--- config.mk ---
export PLATFORM = sky130hd
export DESIGN_NAME = bus_tenure_arbiter
export DESIGN_NICKNAME = d
export VERILOG_FILES = /design/src/rtl/bus_tenure_arbiter_pkg.sv /design/src/rtl/rr_priority_picker.sv /design/src/rtl/bus_tenure_arbiter.sv
export SDC_FILE = /design/constraint.sdc
export NUM_CORES = 1
export LEC_CHECK = 0
export BUFFER_PORTS_ARGS = -buffer_cell sky130_fd_sc_hd__buf_2
export CORE_ASPECT_RATIO = 2
export CORE_MARGIN = 10
export CORE_UTILIZATION = 43
export CTS_CLUSTER_SIZE = 24
export DETAILED_ROUTE_END_ITERATION = 16
export GPL_TIMING_DRIVEN = 1
export HOLD_SLACK_MARGIN = 0.03
export SETUP_SLACK_MARGIN = 0.4
export SLEW_MARGIN = 10
export SYNTH_ARGS = -nofsm -noshare
export SYNTH_HDL_FRONTEND = slang
export SYNTH_HIERARCHICAL = 1
export SYNTH_SLANG_ARGS = --single-unit
--- constraint.sdc ---
create_clock -name Clock -period 3.3 [get_ports Clock]
set_clock_uncertainty 0.15 [all_clocks]
set_input_delay 0.33 -clock Clock [delete_from_list [all_inputs] [get_ports Clock]]
set_output_delay 0.33 -clock Clock [all_outputs]
set_load 0.01 [all_outputs]
--- src/rtl/bus_tenure_arbiter_pkg.sv ---
// Shared definitions for the bus tenure arbiter and related bus arbiters.
package bus_tenure_arbiter_pkg;

    localparam int MAX_CORES          = 4;
    localparam int TENURE_MAX_DEFAULT = 256;

    typedef enum logic [1:0] {
        ARB_IDLE  = 2'b00,
        ARB_GRANT = 2'b01,
        ARB_TURN  = 2'b10
    } arb_state_e;

endpackage

--- src/rtl/rr_priority_picker.sv ---
// Combinational circular priority encoder: picks the first requester at or
// above the pointer, wrapping from N-1 back to 0.
module rr_priority_picker #(
    parameter int N = 4,
    parameter int W = 2
) (
    input  logic [N-1:0] req,
    input  logic [W-1:0] ptr,
    output logic [W-1:0] winner,
    output logic         valid
);
    import bus_tenure_arbiter_pkg::*;

    // Scan offsets from farthest to nearest so the nearest requester wins.
    always_comb begin
        winner = '0;
        valid  = 1'b0;
        for (int off = N - 1; off >= 0; off--) begin
            winner = req[(int'(ptr) + off) % N] ? W'((int'(ptr) + off) % N) : winner;
            valid  = valid | req[(int'(ptr) + off) % N];
        end
    end

endmodule

--- src/rtl/bus_tenure_arbiter.sv ---
// Registered round-robin bus arbiter with tenure limit, preemption and a
// one-cycle turnaround between owners.
module bus_tenure_arbiter #(
    parameter int MAX_CORES  = bus_tenure_arbiter_pkg::MAX_CORES,
    parameter int SEL_W      = 2,
    parameter int TENURE_MAX = bus_tenure_arbiter_pkg::TENURE_MAX_DEFAULT,
    parameter int TEN_W      = 9
) (
    input  logic                 Clock,
    input  logic                 Reset,
    input  logic [MAX_CORES-1:0] iRequest,
    output logic [MAX_CORES-1:0] oGrant,
    output logic [SEL_W-1:0]     oBusSelect,
    output logic                 oBusBusy,
    output logic                 oTimeout
);
    import bus_tenure_arbiter_pkg::*;

    localparam logic [SEL_W-1:0] LAST_IDX   = SEL_W'(MAX_CORES - 1);
    localparam logic [TEN_W-1:0] TEN_LIMIT  = TEN_W'(TENURE_MAX);
    localparam logic [TEN_W-1:0] TEN_PRE    = TEN_W'((TENURE_MAX == 0) ? 0 : (TENURE_MAX - 1));
    localparam bit               PREEMPT_EN = (TENURE_MAX != 0);

    arb_state_e             state_r, state_s;
    logic [MAX_CORES-1:0]   grant_r, grant_s;
    logic [SEL_W-1:0]       sel_r, sel_s;
    logic                   busy_r, busy_s;
    logic                   timeout_r, timeout_s;
    logic [SEL_W-1:0]       ptr_r, ptr_s;
    logic [TEN_W-1:0]       tenure_r, tenure_s;
    logic [SEL_W-1:0]       winner_s;
    logic                   valid_s;
    logic                   owner_req_s;
    logic                   others_req_s;
    logic [SEL_W-1:0]       ptr_after_owner_s;

    function automatic logic [MAX_CORES-1:0] to_onehot(input logic [SEL_W-1:0] idx);
        logic [MAX_CORES-1:0] v;
        v      = '0;
        v[idx] = 1'b1;
        return v;
    endfunction

    rr_priority_picker #(
        .N (MAX_CORES),
        .W (SEL_W)
    ) u_picker (
        .req    (iRequest),
        .ptr    (ptr_r),
        .winner (winner_s),
        .valid  (valid_s)
    );

    // The registered grant is the owner's one-hot mask, so it splits the
    // request vector into "owner still wants the bus" and "someone else waits".
    always_comb begin
        owner_req_s       = |(iRequest & grant_r);
        others_req_s      = |(iRequest & ~grant_r);
        ptr_after_owner_s = (sel_r == LAST_IDX) ? '0 : (sel_r + SEL_W'(1));
    end

    // Next-state and next-output logic for the arbitration FSM.
    always_comb begin
        state_s   = state_r;
        grant_s   = grant_r;
        sel_s     = sel_r;
        busy_s    = busy_r;
        timeout_s = 1'b0;
        ptr_s     = ptr_r;
        tenure_s  = tenure_r;
        case (state_r)
            ARB_IDLE, ARB_TURN: begin
                if (valid_s) begin
                    state_s  = ARB_GRANT;
                    grant_s  = to_onehot(winner_s);
                    sel_s    = winner_s;
                    busy_s   = 1'b1;
                    tenure_s = '0;
                end else begin
                    state_s = ARB_IDLE;
                    grant_s = '0;
                    busy_s  = 1'b0;
                end
            end
            ARB_GRANT: begin
                if (!owner_req_s) begin
                    // Release wins over an expiring tenure: no timeout pulse.
                    state_s = ARB_TURN;
                    grant_s = '0;
                    busy_s  = 1'b0;
                    ptr_s   = ptr_after_owner_s;
                end else if (PREEMPT_EN && (tenure_r >= TEN_PRE) && others_req_s) begin
                    // >= so a requester arriving after saturation still preempts.
                    state_s   = ARB_TURN;
                    grant_s   = '0;
                    busy_s    = 1'b0;
                    ptr_s     = ptr_after_owner_s;
                    timeout_s = 1'b1;
                end else begin
                    tenure_s = (tenure_r == TEN_LIMIT) ? tenure_r : (tenure_r + TEN_W'(1));
                end
            end
            default: begin
                state_s = ARB_IDLE;
                grant_s = '0;
                busy_s  = 1'b0;
            end
        endcase
    end

    // State, pointer, counter and output registers; reset clears the grant at once.
    always_ff @(posedge Clock or negedge Reset) begin
        if (!Reset) begin
            state_r   <= ARB_IDLE;
            grant_r   <= '0;
            sel_r     <= '0;
            busy_r    <= 1'b0;
            timeout_r <= 1'b0;
            ptr_r     <= '0;
            tenure_r  <= '0;
        end else begin
            state_r   <= state_s;
            grant_r   <= grant_s;
            sel_r     <= sel_s;
            busy_r    <= busy_s;
            timeout_r <= timeout_s;
            ptr_r     <= ptr_s;
            tenure_r  <= tenure_s;
        end
    end

    assign oGrant     = grant_r;
    assign oBusSelect = sel_r;
    assign oBusBusy   = busy_r;
    assign oTimeout   = timeout_r;

endmodule
# Word-level counts from Yosys, hierarchy flattened
# Index checks and enable logic that the tools add are counted.
[classes]
addsub = 5
magnitude_cmp = 7
eq_ne = 10
muxes = 40
n_bitwise = 9
n_reduce_logical = 13
[op_table]
columns = ["cell", "n"]
rows = [
  ["9-bit two-way mux", 4],
  ["2-bit two-way mux", 9],
  ["9-bit case mux with 2 select lines", 1],
  ["1-bit two-way mux", 15],
  ["3-bit by 4-bit less-than comparator with 1-bit output, second input constant", 3],
  ["4-bit two-way mux", 3],
  ["9-bit by 1-bit adder with 9-bit output, second input constant", 1],
  ["9-bit == test, second input constant", 1],
  ["9-bit by 8-bit >= comparator with 1-bit output, second input constant", 1],
  ["4-bit bitwise AND", 2],
  ["1-bit binary-select mux with 2-bit select", 4],
  ["4-bit case mux with 2 select lines", 1],
  ["2-bit OR reduction", 4],
  ["4-bit OR reduction", 2],
  ["2-bit by 3-bit less-than comparator with 1-bit output, second input constant", 2],
  ["2-bit != test, second input constant", 3],
  ["5-bit AND reduction", 1],
  ["2-bit by 1-bit adder with 2-bit output, second input constant", 2],
  ["2-bit adder, second input constant", 2],
  ["2-bit == test, second input constant", 2],
  ["2-bit by 1-bit != test with 1-bit output, second input constant", 2],
  ["4-bit NOT", 1],
  ["2-bit case mux with 2 select lines", 1],
  ["2-bit AND reduction", 2],
  ["other kinds (10)", 15],
]
[totals]
ff_bits = 21
out_inout_bits = 8
elab_cells = 91

# Logic depth before layout (Yosys ltp)
# Gate-level depths: netlist of the first run.
[logic_depth]
ltp_word = 16
mapped_depth = 10

# Hierarchy
# Netlist of the first run, hierarchy kept.
[by_module_without_submodules]
columns = ["mod", "n_inst", "cells_each", "area_each_um2"]
rows = [
  ["bus_tenure_arbiter", 1, 109, 1081.0],
  ["rr_priority_picker", 1, 13, 77.6],
]

# Worst setup path before layout of the first run
# No wires, ideal clock.
[synth_timing]
kind = "register to register"
start = "register tenure_r[0]"
end = "register ptr_r[1]"
setup_time_ps = 125
arrival_ps = 2023
t_required_ps = 3025
path_slack_ps = 1002
path_stages_with_launch = 9
synth_period_minus_slack_ps = 2298
cell_sequence = "dfrtp_1 -> ha_1 -> and3_1 -> nand3_1 -> nor2_1 -> ha_1 -> a311oi_1 -> o21a_1 -> mux2_2"
[synth_via]
elab_chain_cells = 4
[synth_lines]
columns = ["item", "line", "source"]
rows = [
  ["start: declaration", "bus_tenure_arbiter.sv:30", "logic [TEN_W-1:0] tenure_r, tenure_s;"],
  ["start signal: assignment", "bus_tenure_arbiter.sv:128", "tenure_r <= tenure_s;"],
  ["9-bit by 8-bit >= comparator with 1-bit output", "bus_tenure_arbiter.sv:92", "end else if (PREEMPT_EN && (tenure_r >= TEN_PRE) && others_req_s) begin"],
  ["1-bit logical AND", "bus_tenure_arbiter.sv:92", ""],
  ["2-bit by 1-bit != test with 1-bit output (no line)", "--", ""],
  ["2-bit AND reduction (no line)", "--", ""],
  ["end signal: assignment", "bus_tenure_arbiter.sv:127", "ptr_r <= ptr_s;"],
  ["end: declaration", "bus_tenure_arbiter.sv:29", "logic [SEL_W-1:0] ptr_r, ptr_s;"],
]
# No other way between the ends.
# A chain may end at the register's enable or synchronous reset.

# Worst setup path after layout of the first run
[layout_timing]
start = "register tenure_r[0]"
end = "register tenure_r[3]"
[layout_via]
elab_chain_cells = 5
word_cells_on_any_way = 11
[layout_lines]
columns = ["item", "line", "source"]
rows = [
  ["9-bit by 1-bit adder with 9-bit output", "bus_tenure_arbiter.sv:100", "tenure_s = (tenure_r == TEN_LIMIT) ? tenure_r : (tenure_r + TEN_W'(1));"],
  ["9-bit two-way mux", "bus_tenure_arbiter.sv:100", ""],
  ["9-bit two-way mux", "bus_tenure_arbiter.sv:92", ""],
  ["9-bit two-way mux", "bus_tenure_arbiter.sv:86", "if (!owner_req_s) begin"],
  ["9-bit case mux with 2 select lines", "bus_tenure_arbiter.sv:71", "case (state_r)"],
]
# Parallel ways exist; a longest one is shown, timed or not. The select of a mux whose other input is x is not followed.

==> impl_metrics.py, run 1 <==
metrics = {
    "global_route": {
        "grt_max_degree": 22,
        "grt_pass1_wl_um": 4291,
        "antenna_found_initial": 0,
        "grt_pass1_vias": 948,
        "globalRouteOverflowTotal": 0,
        "grtUsageTotal_pct": 10.02,
    },
    "power": {
        "swShare_pct": 40.44,
        "p_comb_share_pct": 41.2,
        "internal_power_uw": 569.6,
        "p_seq_share_pct": 40.7,
        "power_uw": 956.3,
        "vdd_ir_drop_max_mv": 0.4024,
        "p_clk_share_pct": 18.1,
        "p_leak_uw": 0.0005886,
        "power.density_nw_per_um2": 742.1,
        "power.switching_uw": 386.8,
    },
    "final_layout": {
        "diodes": 0,
        "layout-drive-gt1-share_pct": 17.52,
        "areaGrowthSynthToFinish_pct": 11.23,
        "fin_util_pct": 50.15,
        "nNetsFinal": 148,
    },
    "clock_network": {
        "clock-sinks": 21,
        "cts_inserted_buffers": 3,
        "cts_hold_buf": 1,
        "cts-root-buf": "clkbuf_8",
        "clockBufferDepth": 2,
        "post_cts.repair.setup_buffers": 0,
        "cts_repair_resize_count": 0,
        "cts_tree": "yes",
        "htree_levels": 1,
        "clk_pin_slew_ns": 0.08,
        "insertion_delay_ns": 0.27,
    },
    "placed_design": {
        "gp_congestion": 0.8399,
        "io_buffers": 13,
        "place_hpwl_um": 2015,
    },
    "yosys": {
        "synth-edff-count": 0,
        "syn_avg_cell_area_sq_um": 9.497,
        "syn-instance-count": 122,
        "yosysSeqAreaShare_pct": 45.36,
        "synth-seq-cells": 21,
        "netlist_area_sq_um": 1159,
        "ys_warn_count": 6,
        "ys_types": 36,
        "synthesis.nets": 132,
        "synth_ff_type": "dfrtp_1",
        "async_flop_share_pct": 100.0,
    },
    "timing": {
        "whs_ns": 0.2876,
        "slew_headroom_pct": 62.78,
        "hold_viol": 0,
        "rsz0062_at_grt": "no",
        "tightestPinTransition_ns": 0.5582,
        "slew_violations": 0,
        "fmax_mhz": 380.6,
        "fin_crit_sh_pct": 79.61,
        "fin_tns_setup_ns": 0,
        "fin_crit_ns": 2.627,
        "setup_viol_count_final": 0,
    },
    "floorplanning": {
        "die_y_um": 93.41,
        "initial_utilization_pct": 45.08,
        "die_area_sq_um": 5297,
        "ios": 14,
        "fp.coreArea_sq_um": 2570,
        "num_rows": 26,
        "die_width_um": 56.71,
    },
    "route": {
        "drt-total-wl_um": 2626,
        "wire_per_inst_um": 15.92,
        "antenna_left": 0,
        "drc": 0,
        "drt_iter0_markers": 21,
        "routed_via_density": 5.685,
        "drtPass1Iterations": 4,
        "vias": 938,
    },
    "critical_path": {
        "worstSetupPathType": "flip-flop to flip-flop",
        "timing.rr.end": "tenure_r[3]",
        "endpoint_kind": "flip-flop",
        "critical_path_arrival_ns": 2.63,
        "cp_max_fo": 11,
        "r2r_slack_ns": 0.67,
        "rr_worst_depth": 9,
        "start_kind": "flip-flop",
        "worst_ep_required_time_ns": 3.30,
        "reg2reg_from": "tenure_r[0]",
    },
    "hold_path": {
        "hold_depth": 4,
        "holdPathEnd": "oBusSelect[0]",
        "hp-class": "input port to flip-flop",
        "hp-start": "iRequest[0]",
    },
    "outcome": {
        "status": "finished, final reports clean",
    },
    "flow_run": {
        "drv_cap": 0,
    },
}
-- how the worst max path moves through the flow --
stage                      from          end  cells after the start
finish              tenure_r[0]  tenure_r[3]                      9
global route        tenure_r[0]  tenure_r[3]                      9
CTS                 tenure_r[0]  tenure_r[3]                      9
detailed placement  tenure_r[0]  tenure_r[3]                      9
global placement    tenure_r[0]  tenure_r[3]                      9
floorplan           tenure_r[0]     ptr_r[1]                      8
-- layer usage --
metal / up-vias / share of wire, % / track usage (%)
met5: - / 0 / 0
li1: 472 / - / -
met3: 7 / 1.6 / 1.762
met1: 450 / 38 / 8.877
met2: 9 / 58 / 19.58
met4: 0 / 3.0 / 6.250
-- cells by family (layout without fill, tap and decap cells) --
| logic type | Yosys count | in the layout | share of synthesized area, % |
|---|---|---|---|
| multiplexers | 3 | 3 | 2.700 |
| AND/OR/NAND/NOR | 53 | 53 | 23.11 |
| AO/OA/AOI/OAI | 34 | 34 | 20.95 |
| flip-flops | 21 | 21 | 45.36 |
| adder cells (fa/ha/maj) | 4 | 4 | 4.320 |
| buffers and inverters | 7 | 22 | 3.563 |
-- placed cells by master (no fill, tap or decap), types with 2 or more instances in the layout --
cell	netlist	routed
a22oi_1	2	2
dfrtp_1	21	21
nor2_1	9	9
mux2i_1	2	2
nand3_1	3	3
a32o_1	2	2
nand2b_1	9	9
ha_1	4	4
o31ai_1	4	4
buf_2	0	13
o21ai_0	12	12
inv_1	4	4
nand2_1	20	20
nand4_1	3	3
clkbuf_8	0	3
a21oi_1	3	3
and3_1	2	2
-- worst max-delay path, cell delays in order, from the launching register on --
cell	delay, ns
dfrtp_1	0.43
ha_1	0.24
and3_1	0.22
nand3_1	0.11
nor2_1	0.06
ha_1	0.18
a311o_1	0.31
a21oi_2	0.47
nand4_1	0.18
mux2i_1	0.15
-- synthesized netlist by cell type (3+ instances only) --
library cell	instances	area, sq um
dfrtp_1	21	525.5
ha_1	4	50.05
nor2_1	9	33.78
nand2_1	20	75.07
nand3_1	3	15.01
a21oi_1	3	15.01
nand4_1	3	18.77
inv_1	4	15.01
nand2b_1	9	56.30
o31ai_1	4	30.03
o21ai_0	12	60.06
-- flip-flops by register name (all words and copies together), names as in the netlist --
signal and cells:
tenure_r 9, oBusBusy 1, oBusSelect 2, state_r 2, oTimeout 1, oGrant 4
ptr_r 2
-- area by class of cell --
cell class | count | area, sq um
clock buffers | 3 | 41.29
clock inverters | 1 | 5.005
fillers | 238 | 1281
inverters | 4 | 15.01
multi-input cells | 94 | 591.8
flip-flops and latches | 21 | 525.5
well taps | 28 | 35.03
repair buffers | 14 | 75.07
-- power groups by stage --
stage / combinational (uW) / sequential [uW] / clock (uW)
final: 394 / 389 / 173
after CTS: 402 / 391 / 178
after floorplan: 278 / 398 / 0
after global routing: 449 / 400 / 184
after detailed placement: 401 / 395 / 0
after global placement: 403 / 394 / 0
-- through the flow --
step / instances / worst slack (ns) / instance area (sq um)
2_1_floorplan: 122 / 1.002 / 1159
3_3_place_gp: 160 / 0.7456 / 1232
3_5_place_dp: 160 / 0.6798 / 1232
4_1_cts: 165 / 0.6712 / 1289
5_1_grt: 165 / 0.4917 / 1289
6_report: 165 / 0.6729 / 1289
Note: power is estimated with default switching activity, not from simulation.
==> inputs of run 2 (changes only) <==
--- a/config.mk
+++ b/config.mk
@@ -5,6 +5,7 @@
 export SDC_FILE = /design/constraint.sdc
 export NUM_CORES = 1
 export LEC_CHECK = 0
+export ABC_AREA = 1
 export BUFFER_PORTS_ARGS = -buffer_cell sky130_fd_sc_hd__buf_2
 export CORE_ASPECT_RATIO = 2
 export CORE_MARGIN = 10
==> constraint.sdc (replaced) <==
create_clock -name Clock -period 2.45 [get_ports Clock]
set_clock_uncertainty 0.15 [all_clocks]
set_input_delay 0.245 -clock Clock [delete_from_list [all_inputs] [get_ports Clock]]
set_output_delay 0.245 -clock Clock [all_outputs]
set_load 0.01 [all_outputs]
==> impl_metrics.py, run 2 <==
metrics = {
    "outcome": {
        "status": "finished, final reports clean",
    },
    "clock_network": {
        "clockBufferDepth": 2,
        "cts-root-buf": "clkbuf_8",
        "cts_inserted_buffers": 3,
        "insertion_delay_ns": 0.26,
        "htree_levels": 1,
        "clk_pin_slew_ns": 0.08,
        "cts_tree": "yes",
        "clock-sinks": 21,
    },
    "global_route": {
        "use_met1_pct": 10.51,
        "grt-busiest-layer": "met2",
        "grt_max_degree": 22,
        "use_met3_pct": 2.146,
        "grt_pass1_vias": 1359,
        "use_met2_pct": 24.12,
        "antenna_found_initial": 0,
        "grt_pass1_wl_um": 5823,
        "grtUsageTotal_pct": 12.23,
        "globalRouteOverflowTotal": 0,
    },
    "yosys": {
        "synth_top_cell_area_share_pct": 37.43,
        "syn-instance-count": 205,
        "yosysMostFrequentCell": "nand2_1",
        "synth_ff_type": "dfrtp_1",
        "synthesis.nets": 215,
        "async_flop_share_pct": 100.0,
        "ys_warn_count": 6,
        "netlist_area_sq_um": 1404,
        "synth_commonest_cells": "nand2_1, inv_1, nor2_1, dfrtp_1, nand3_1",
        "synth-seq-cells": 21,
        "yosysSeqAreaShare_pct": 37.43,
        "synth-edff-count": 0,
        "syn_avg_cell_area_sq_um": 6.848,
        "ys_types": 24,
        "synth.area.top_cells": "dfrtp_1, nand2_1, inv_1",
        "yosysTopAreaCell": "dfrtp_1",
    },
    "critical_path": {
        "crit_chain": "ha_2 -> nand2_4 -> nor2_4 -> inv_2 -> nor3_2 -> ha_2 -> nor2_1 -> nand2_2 -> nand3_4 -> nand2_4 -> inv_2 -> nand2_1 -> nand2_1",
        "crit_family": "simple AND/OR/NAND/NOR gates",
        "path_buf_inv": 2,
        "critical_path_arrival_ns": 1.91,
        "cpMaxStageDelayCell": "dfrtp_1",
        "rr_worst_depth": 13,
        "reg2reg_from": "tenure_r[0]",
        "worst_ep_required_time_ns": 2.45,
        "endpoint_kind": "flip-flop",
        "r2r_slack_ns": 0.54,
        "start_kind": "flip-flop",
        "worstSetupPathType": "flip-flop to flip-flop",
        "cp_max_fo": 6,
        "cpPeakStageDelay_ns": 0.37,
        "timing.rr.end": "ptr_r[0]",
    },
    "final_layout": {
        "areaGrowthSynthToFinish_pct": 17.56,
        "nNetsFinal": 238,
        "diodes": 0,
        "regMostFlops": "tenure_r",
        "final_common_cell": "nand2_1",
        "multiInputGateArea_sq_um": 827.0,
        "layout-drive-gt1-share_pct": 23.35,
        "fin_util_pct": 52.28,
        "largest_register_ffs": 9,
        "fillerInstances": 323,
        "most-common-layout-cells": "nand2_1, inv_1, nor2_1, dfrtp_1, buf_2",
        "register_area_sq_um": 526.8,
    },
    "placed_design": {
        "gp_congestion": 0.9105,
        "place_hpwl_um": 2876,
        "io_buffers": 13,
    },
    "timing": {
        "tightestPinTransition_ns": 0.5040,
        "whs_ns": 0.3026,
        "slew_headroom_pct": 66.32,
        "fmax_mhz": 523.2,
        "setup_viol_count_final": 0,
        "slew_violations": 0,
        "rsz0062_at_grt": "yes",
        "hold_viol": 0,
        "fin_crit_sh_pct": 78.01,
        "fin_tns_setup_ns": 0,
        "fin_crit_ns": 1.911,
    },
    "route": {
        "vias": 1358,
        "routed_via_density": 5.264,
        "drt-total-wl_um": 3697,
        "drtPass1Iterations": 4,
        "drc": 0,
        "drt_iter0_markers": 60,
        "antenna_left": 0,
        "wire_per_inst_um": 14.33,
    },
    "floorplanning": {
        "die_width_um": 60.40,
        "die_y_um": 100.8,
        "initial_utilization_pct": 44.47,
        "die_area_sq_um": 6089,
        "num_rows": 29,
        "fp.coreArea_sq_um": 3157,
        "ios": 14,
    },
    "power": {
        "power.density_nw_per_um2": 1076,
        "p_leak_uw": 0.0008975,
        "vdd_ir_drop_max_mv": 0.5546,
    },
    "hold_path": {
        "hold_depth": 5,
        "hp-class": "input port to flip-flop",
        "hp-start": "iRequest[3]",
        "holdPathEnd": "oTimeout",
    },
    "flow_run": {
        "drv_cap": 0,
    },
}
## run 2: cell count changes in the layout (fill, tap and decap cells not counted), sizes merged, moves of 3 or more
cell	delta
nand4	+4
o31ai	-4
nor2	+14
inv	+26
o21ai	-7
nand2	+70
nand3	+12
buf	+3
nand2b	-9
## run 2: per-layer routing
layer  up-vias  routed length [um]  share of wire [%]
li1        686                   -                  -
met1       621                1194                 32
met2        36                2157                 58
met3        15                 160                4.3
met4         0                 184                5.0
met5         -                   0                  0
## run 2: how the worst max path moves through the flow
stage	start	to	cells past startpoint
5_1_grt	tenure_r[0]	ptr_r[1]	13
6_report	tenure_r[0]	ptr_r[0]	13
3_5_place_dp	tenure_r[1]	ptr_r[0]	13
3_3_place_gp	tenure_r[1]	ptr_r[0]	13
4_1_cts	tenure_r[0]	tenure_r[1]	13
2_1_floorplan	tenure_r[1]	ptr_r[1]	13
## run 2: metrics by stage
| step | instance area [sq um] | power [uW] | setup slack [ns] | std cells |
|---|---|---|---|---|
| floorplan | 1404 | 1215 | 0.5685 | 205 |
| CTS | 1570 | 1702 | 0.4401 | 255 |
| detailed placement | 1496 | 1459 | 0.3579 | 248 |
| finish | 1650 | 1776 | 0.5388 | 258 |
| global placement | 1496 | 1418 | 0.4624 | 248 |
| global route | 1650 | 1930 | 0.3644 | 258 |
## run 2: kinds of logic (layout without fill, tap and decap cells)
logic type | Yosys count | in the layout | synth area share [%]
simple gates | 137 | 139 | 44.92
buf+inv | 31 | 51 | 9.002
flops | 21 | 21 | 37.43
compound gates | 12 | 12 | 5.080
fa+ha+maj | 4 | 4 | 3.565
## run 2: area by class of cell
type                       instances  area share (%)
multi-input combinational        155           50.11
tap                               31           2.350
inverter                          30           6.975
timing repair buffer              17           5.914
clock buffer                       4           2.729
sequential                        21           31.92
## run 2: power by group
group	internal (uW)	leakage, uW	switching (uW)
Combinational	326	0.000596	691
Clock	116	0.0000228	113
Sequential	439	0.000279	91.8
Total	880	0.000897	896
## run 2: what timing repair did
item | CTS | global route
buffers inserted | 2 | 1
hold buffers | 1 | 0
gates cloned | 0 | 2
endpoints found under the setup margin | 6 | 12
hold endpoints to repair | 21 | 0
pin swaps | 0 | 3
gates resized for setup | 2 | 13
## run 2: worst register-to-register path, delay by kind of cell (launching register included)
family / cells / cell delay, ns
adder cells (fa/ha/maj): 2 / 0.39
buffers and inverters: 2 / 0.10
flip-flops: 1 / 0.37
AND/OR/NAND/NOR: 9 / 0.81
==> inputs of run 3 (changes only) <==
==> constraint.sdc (replaced) <==
create_clock -name Clock -period 2 [get_ports Clock]
set_clock_uncertainty 0.15 [all_clocks]
set_input_delay 0.2 -clock Clock [delete_from_list [all_inputs] [get_ports Clock]]
set_output_delay 0.2 -clock Clock [all_outputs]
set_load 0.01 [all_outputs]
==> impl_metrics.py, run 3 (synthesis results as in run 2) <==
metrics = {
    "floorplanning": {
        "initial_utilization_pct": 44.47,
        "die_width_um": 60.40,
        "fp.coreArea_sq_um": 3157,
        "die_area_sq_um": 6089,
        "die_y_um": 100.8,
        "ios": 14,
        "num_rows": 29,
    },
    "timing": {
        "slew_violations": 0,
        "fmax_mhz": 523.5,
        "slew_headroom_pct": 67.55,
        "tightestPinTransition_ns": 0.4867,
        "fin_ws_ns": 0.08982,
        "setup_viol_count_final": 0,
        "hold_viol": 0,
        "rsz0062_at_grt": "yes",
        "fin_crit_sh_pct": 95.51,
        "fin_crit_ns": 1.910,
    },
    "clock_network": {
        "cts_inserted_buffers": 3,
        "clock-sinks": 21,
        "clk_pin_slew_ns": 0.08,
        "clockBufferDepth": 2,
        "insertion_delay_ns": 0.26,
        "cts_tree": "yes",
        "htree_levels": 1,
        "cts-root-buf": "clkbuf_8",
    },
    "critical_path": {
        "crit_chain": "ha_2 -> nand2_2 -> nor2_4 -> inv_2 -> nor3_2 -> ha_2 -> nor2_2 -> nand2_2 -> nand3_4 -> nand2_4 -> inv_2 -> nand2_1 -> nand2_1",
        "path_buf_inv": 2,
        "cpMaxStageDelayCell": "dfrtp_1",
        "start_kind": "flip-flop",
        "endpoint_kind": "flip-flop",
        "worstSetupPathType": "flip-flop to flip-flop",
        "crit_family": "simple AND/OR/NAND/NOR gates",
        "r2r_slack_ns": 0.09,
        "critical_path_arrival_ns": 1.92,
        "cp_max_fo": 6,
        "timing.rr.end": "ptr_r[1]",
        "worst_ep_required_time_ns": 2.01,
        "rr_worst_depth": 13,
        "reg2reg_from": "tenure_r[0]",
        "cpPeakStageDelay_ns": 0.37,
    },
    "flow_run": {
        "drv_cap": 0,
    },
    "route": {
        "wire_per_inst_um": 15.32,
        "vias": 1457,
        "drt-total-wl_um": 4152,
        "drt_iter0_markers": 65,
        "routed_via_density": 5.376,
        "drtPass1Iterations": 4,
        "drc": 0,
        "antenna_left": 0,
    },
    "placed_design": {
        "place_hpwl_um": 2969,
        "placed_cell_area_sq_um": 1564,
        "placed_cells": 254,
        "io_buffers": 13,
        "dp_slack_ns": 0.07144,
        "gp_congestion": 0.9632,
    },
    "final_layout": {
        "most-common-layout-cells": "nand2_1, inv_1, dfrtp_1",
        "fin_area_sq_um": 1911,
        "areaGrowthSynthToFinish_pct": 36.10,
        "fin_util_pct": 60.52,
        "layout-drive-gt1-share_pct": 37.92,
        "fillerInstances": 289,
        "final_cells": 271,
        "regMostFlops": "tenure_r",
        "nNetsFinal": 251,
        "largest_register_ffs": 9,
        "final_common_cell": "nand2_1",
        "diodes": 0,
    },
    "global_route": {
        "grt_pass1_vias": 1526,
        "globalRouteOverflowTotal": 0,
        "grt_pass1_wl_um": 6948,
        "grtUsageTotal_pct": 14.54,
        "grt_max_degree": 22,
        "antenna_found_initial": 0,
    },
    "power": {
        "vdd_ir_drop_max_mv": 0.6857,
        "p_leak_uw": 0.0009956,
        "power_uw": 2636,
        "power.density_nw_per_um2": 1380,
    },
    "hold_path": {
        "holdPathEnd": "oTimeout",
        "hold_depth": 5,
        "hp-class": "input port to flip-flop",
        "hp-start": "iRequest[3]",
    },
    "outcome": {
        "status": "finished, final reports clean",
    },
}
## run 3: cell type report
class                      instances  area, sq um  area share (%)
clock buffer                       3        41.29           2.161
clock inverter                     1        5.005          0.2620
inverter                          30        122.6           6.418
multi-input combinational        155        957.2           50.10
sequential                        21        526.8           27.57
tap                               31        38.79           2.030
timing repair buffer              30        219.0           11.46
## run 3: what timing repair did
action | 4_1_cts | 5_1_grt
cloned | 2 | 0
endpoints found under the hold margin | 21 | 0
hold buffers | 1 | 0
setup endpoints to repair | 21 | 21
setup buffers | 6 | 4
resized for setup | 31 | 18
pin swaps | 18 | 15
## run 3: metrics by stage
step	hold WS, ns	setup TNS, ns
after global placement	0.03066	0
after floorplan	-0.2456	0
after CTS	0.2293	0
final	0.2319	0
after global routing	0.2562	-0.1034
after detailed placement	0.03595	0
## run 3: worst max-delay path by stage
stage | from | end | slack (ns) | cells after the start
floorplan | tenure_r[1] | ptr_r[1] | 0.17 | 13
global placement | ptr_r[0] | tenure_r[8] | 0.13 | 10
detailed placement | tenure_r[0] | ptr_r[1] | 0.07 | 13
CTS | tenure_r[0] | tenure_r[1] | 0.11 | 13
global route | tenure_r[0] | tenure_r[7] | -0.03 | 12
finish | tenure_r[0] | ptr_r[1] | 0.09 | 13
## run 3: routing by layer
layer	global-route usage, %	vias to the layer above	wire [um]
met3	2.146	16	163
met4	6.944	0	204
met5	0	-	0
met1	11.84	688	1256
met2	29.94	44	2529
li1	-	709	-
## run 3: worst register-to-register path, cell delays in order (launching register included)
cell     delay (ns)
dfrtp_1        0.37
ha_2           0.20
nand2_2        0.08
nor2_4         0.12
inv_2          0.05
nor3_2         0.11
ha_2           0.19
nor2_2         0.04
nand2_2        0.10
nand3_4        0.14
nand2_4        0.13
inv_2          0.05
nand2_1        0.05
nand2_1        0.05
## run 3: report_power, final
group / switching [uW] / internal, uW / leakage, uW / total (uW)
clock network: 139 / 139 / 0.0000255 / 278
registers: 128 / 537 / 0.000279 / 666
logic: 1050 / 644 / 0.000692 / 1690
